### src/rtl/uart_tx_frame_controller.sv
// UART transmit sequencer: accepts one word by valid/ready, then serialises start, data (LSB first),
// optional parity and stop bits onto a registered TX line with internal baud timing.
module uart_tx_frame_controller #(
  parameter int CLKS_PER_BIT = 4,
  parameter int DATA_BITS    = 8,
  parameter int PARITY_EN    = 0,
  parameter int PARITY_ODD   = 0,
  parameter int STOP_BITS    = 1
) (
  input  logic                 SystemClock,
  input  logic                 ResetCounter,
  input  logic [DATA_BITS-1:0] TxData,
  input  logic                 TxValid,
  output logic                 TxReady,
  output logic                 TxLine,
  output logic                 TxBusy,
  output logic                 FrameDone
);

  localparam int TICK_W = (CLKS_PER_BIT > 1) ? $clog2(CLKS_PER_BIT) : 1;
  localparam int BIT_W  = $clog2(DATA_BITS);

  localparam logic [TICK_W-1:0] TICK_LAST = TICK_W'(CLKS_PER_BIT - 1);
  localparam logic [BIT_W-1:0]  DATA_LAST = BIT_W'(DATA_BITS - 1);
  localparam logic [BIT_W-1:0]  STOP_LAST = BIT_W'(STOP_BITS - 1);

  typedef enum logic [2:0] {
    IDLE,
    START,
    DATA,
    PARITY,
    STOP
  } state_t;

  state_t               r_state;
  state_t               w_state_next;
  logic [TICK_W-1:0]    r_tick;
  logic [TICK_W-1:0]    w_tick_next;
  logic [BIT_W-1:0]     r_bit;
  logic [BIT_W-1:0]     w_bit_next;
  logic [DATA_BITS-1:0] r_shift;
  logic [DATA_BITS-1:0] w_shift_next;
  logic                 r_parity;
  logic                 w_parity_next;
  logic                 r_tx_line;
  logic                 w_line_next;
  logic                 r_busy;
  logic                 r_done;
  logic                 w_done_next;
  logic                 w_accept;
  logic                 w_bit_end;

  assign w_accept  = (r_state == IDLE) && TxValid;
  assign w_bit_end = (r_state != IDLE) && (r_tick == TICK_LAST);

  // NOTE: every signal gets its hold value first so no path through the case infers a latch.
  always_comb begin
    w_state_next  = r_state;
    w_tick_next   = r_tick;
    w_bit_next    = r_bit;
    w_shift_next  = r_shift;
    w_parity_next = r_parity;
    w_done_next   = 1'b0;

    if (r_state != IDLE) begin
      w_tick_next = w_bit_end ? '0 : r_tick + 1'b1;
    end

    case (r_state)
      IDLE: begin
        if (w_accept) begin
          w_state_next  = START;
          w_shift_next  = TxData;
          w_parity_next = (^TxData) ^ (PARITY_ODD != 0);
        end
      end
      START: begin
        if (w_bit_end) w_state_next = DATA;
      end
      DATA: begin
        if (w_bit_end) begin
          w_shift_next = r_shift >> 1;
          if (r_bit == DATA_LAST) begin
            w_state_next = (PARITY_EN != 0) ? PARITY : STOP;
          end else begin
            w_bit_next = r_bit + 1'b1;
          end
        end
      end
      PARITY: begin
        if (w_bit_end) w_state_next = STOP;
      end
      STOP: begin
        if (w_bit_end) begin
          if (r_bit == STOP_LAST) begin
            w_state_next = IDLE;
            w_done_next  = 1'b1;
          end else begin
            w_bit_next = r_bit + 1'b1;
          end
        end
      end
      default: w_state_next = IDLE;
    endcase

    // The bit counter restarts in each state so it serves both data and stop counting.
    if (w_state_next != r_state) w_bit_next = '0;

    case (w_state_next)
      START:   w_line_next = 1'b0;
      DATA:    w_line_next = w_shift_next[0];
      PARITY:  w_line_next = w_parity_next;
      default: w_line_next = 1'b1;
    endcase
  end

  // NOTE: sequential state uses non-blocking assignments so all registers update from pre-edge values.
  always_ff @(posedge SystemClock or negedge ResetCounter) begin
    if (!ResetCounter) begin
      r_state   <= IDLE;
      r_tick    <= '0;
      r_bit     <= '0;
      r_shift   <= '0;
      r_parity  <= 1'b0;
      r_tx_line <= 1'b1;
      r_busy    <= 1'b0;
      r_done    <= 1'b0;
    end else begin
      r_state   <= w_state_next;
      r_tick    <= w_tick_next;
      r_bit     <= w_bit_next;
      r_shift   <= w_shift_next;
      r_parity  <= w_parity_next;
      r_tx_line <= w_line_next;
      r_busy    <= (w_state_next != IDLE);
      r_done    <= w_done_next;
    end
  end

  assign TxReady   = (r_state == IDLE);
  assign TxLine    = r_tx_line;
  assign TxBusy    = r_busy;
  assign FrameDone = r_done;

endmodule

### config.mk
export PLATFORM = sky130hd
export DESIGN_NAME = uart_tx_frame_controller
export DESIGN_NICKNAME = d
export VERILOG_FILES = /design/src/rtl/uart_tx_frame_controller.sv
export SDC_FILE = /design/constraint.sdc
export NUM_CORES = 1
export LEC_CHECK = 0
export ABC_AREA = 1
export CAP_MARGIN = 20
export CORE_AREA = 2 2 50 52
export CTS_CLUSTER_SIZE = 40
export DETAILED_ROUTE_END_ITERATION = 8
export DIE_AREA = 0 0 52 54
export PLACE_DENSITY_LB_ADDON = 0.3
export SLEW_MARGIN = 20
export SYNTH_ARGS = -nofsm -noshare
export SYNTH_HDL_FRONTEND = slang
export SYNTH_SLANG_ARGS = --single-unit
### constraint.sdc
create_clock -name SystemClock -period 4.3 [get_ports SystemClock]
set_clock_uncertainty 0.15 [all_clocks]
set_input_delay 0.43 -clock SystemClock [delete_from_list [all_inputs] [get_ports SystemClock]]
set_output_delay 0.43 -clock SystemClock [all_outputs]
set_load 0.02 [all_outputs]
==> flow_metrics.tcl <==
set metrics [dict create \
    outcome "complete, no violations" \
    async_flop_share_pct 100 \
    grt_max_degree 21 \
    syn_area_um2 1260 \
    max_freq_mhz 428 \
    overflow 0 \
    finalSetupViolations 0 \
    yosys.area.top_type "dfrtp_1" \
    die_w_um 52 \
    yosysMostFrequentCell "nand2_1" \
    io_pins 15 \
    cts.htree.levels 1 \
    ys.flop_type "dfrtp_1" \
    num_antenna_cells 0 \
    yosys-top-cells-area "dfrtp_1, nand2_1, inv_1" \
    ant_nets 0 \
    grt_pass1_vias 1054 \
    synthCells 166 \
    cp-startpoint "r_state[0]" \
    sw_frac_of_total_pct 44.9 \
    drt_wl_total_mm 2.53 \
    grt_pass1_wl_mm 4.31 \
    p_sw_mw 0.380 \
    reg2reg_from "r_bit[0]" \
    dr.first_iter.drc_count 12 \
    yosysSeqAreaShare_pct 39.7 \
    maxSlewViolCount 0 \
    final.min_clock_period_ns 2.34 \
    clock-sinks 20 \
    clk_latency_ns 0.31 \
    ys_warn_count 0 \
    drc 0 \
    wire_per_inst_um 11.9 \
    area_delta_synth_final_pct 14.9 \
    synth.avg_cell_area_um2 7.61 \
    critPathRequiredTime_ns 3.72 \
    syn-num-nets 181 \
    cap_viol_max_count 0 \
    synth_top_cell_area_share_pct 37.7 \
    crit_path_end_kind "primary output" \
    finish.utilization_pct 62.5 \
    worstHoldStart "r_shift[3]" \
    drive_above_1_share_pct 10.4 \
    fin_tns_setup_ns 0 \
    worstSetupPathType "flop to primary output" \
    power_density_nw_per_um2 583 \
    via_per_inst 5.13 \
    combPwrFrac_pct 51.6 \
    ctsHoldBuffers 0 \
    post_cts_buffers 0 \
    clkTransAtPathRegs_ns 0.12 \
    grt_usage_pct 21.2 \
    cts_root_buf "clkbuf_4" \
    die_area_um2 2810 \
    hold_violations 0 \
    relSlewSlack_pct 41.2 \
    synth_edf_count 0 \
    cts_buffers 3 \
    critPathLaunchType "flop" \
    ys_seq_elements 20 \
    p_int_mw 0.466 \
    die_h_um 54 \
    rsz0062_at_grt "false" \
    nFillCells 205 \
    hp-class "flop to flop" \
    io_buffers 14 \
    clkPwrFrac_pct 11.5 \
    ys_types 29 \
    routabilityCongestion 0.817 \
    hpwlAfterDp_mm 2.01 \
    ir_drop_uv 302 \
    core_um2 2320 \
    p_leak_nw 0.777 \
    netlist_top_cells_count "nand2_1, inv_1, dfrtp_1" \
    cts_resized 0 \
    post-route-period-util_pct 54.4 \
    initial_core_util_pct 54.4 \
    tightest_slew_ns 0.880 \
    cp_max_fo 6 \
    cp.arrival_ns 1.76 \
    clk_path_buf_depth 2 \
    vias 1088 \
    p_seq_share_pct 36.9 \
    antenna_found_initial 0 \
    rows 18 \
    fin_nets 198 \
    dr.pass1.iters 4 \
    cts_tree "built" \
]
==> cells by family after synthesis <==
group	synth area share [%]
and+or+nand+nor	35.5
adders and majority gates	3.96
buffers and inverters	10.5
AOI/OAI and AO/OA	8.92
xor gates and xnor gates	1.39
DFF	39.7
==> power by group through the flow <==
stage / Clock [mW] / Combinational, mW / Sequential [mW]
after floorplan: 0 / 0.325 / 0.318
after global placement: 0 / 0.419 / 0.310
after detailed placement: 0 / 0.438 / 0.315
after CTS: 0.0968 / 0.440 / 0.311
after global routing: 0.105 / 0.491 / 0.321
final: 0.0973 / 0.436 / 0.312
==> through the flow <==
step           total power, mW  hold slack, ns  setup WS [ns]  std cells  area (um^2)
2_1_floorplan            0.643         -0.0156           2.70        166         1260
3_3_place_gp             0.729           0.316           2.34        208         1420
3_5_place_dp             0.753           0.331           2.31        208         1420
4_1_cts                  0.848           0.358           1.96        212         1450
5_1_grt                  0.917           0.410           1.91        212         1450
6_report                 0.845           0.358           1.96        212         1450
==> cells in the final DEF (no fill, tap or decap), drive strengths merged, types with 2 or more instances in the layout <==
cell type and count:
a21oi 2, clkbuf 4, clkdlybuf4s50 14, dfrtp 19
ha 4, inv 31, nand2 57, nand3 12
nand4 6, nor2 14, o21ai 5, o221ai 5
or2 2
==> metal layers <==
metal / part of all wire, % / up-vias / wire, um / track usage [%]
li1: - / 560 / - / -
met1: 42 / 498 / 1070 / 22.0
met2: 53 / 26 / 1330 / 41.8
met3: 2.9 / 4 / 73 / 1.67
met4: 2.2 / 0 / 56 / 11.8
met5: 0 / - / 0 / 0
==> critical path, cell delays in order, from the launching register on <==
cell	delay, ns
dfrtp_1	0.46
inv_2	0.14
nand2_8	0.09
nor2_8	0.13
clkdlybuf4s50_1	0.62
==> layout make-up <==
cell class	instances	area (um^2)	area share, %
multi-input cells	113	628	43.3
repair buffers	14	140	9.66
clock buffers	4	26.3	1.81
inverters	31	116	8.02
flip-flops and latches	20	502	34.6
well taps	30	37.5	2.59
==> sequential cells by signal (all words and copies together) (netlist names) <==
signal     flops
r_bit          3
r_state        3
TxBusy         1
r_shift        8
r_parity       1
FrameDone      1
r_tick         2
TxLine         1
==> worst paths after layout <==
| check | end | slack (ns) | cells past startpoint |
|---|---|---|---|
| worst max-delay path | TxReady | 1.96 | 4 |
| worst min-delay path | r_shift[3] | 0.36 | 2 |
| worst max register to register | TxBusy | 2.53 | 5 |
| worst min register to register | r_shift[3] | 0.36 | 2 |
| max in group asynchronous | r_state[2] | 3.01 | 1 |
| min in group asynchronous | r_bit[2] | 0.45 | 1 |
Note: power is estimated with default switching activity, not from simulation.
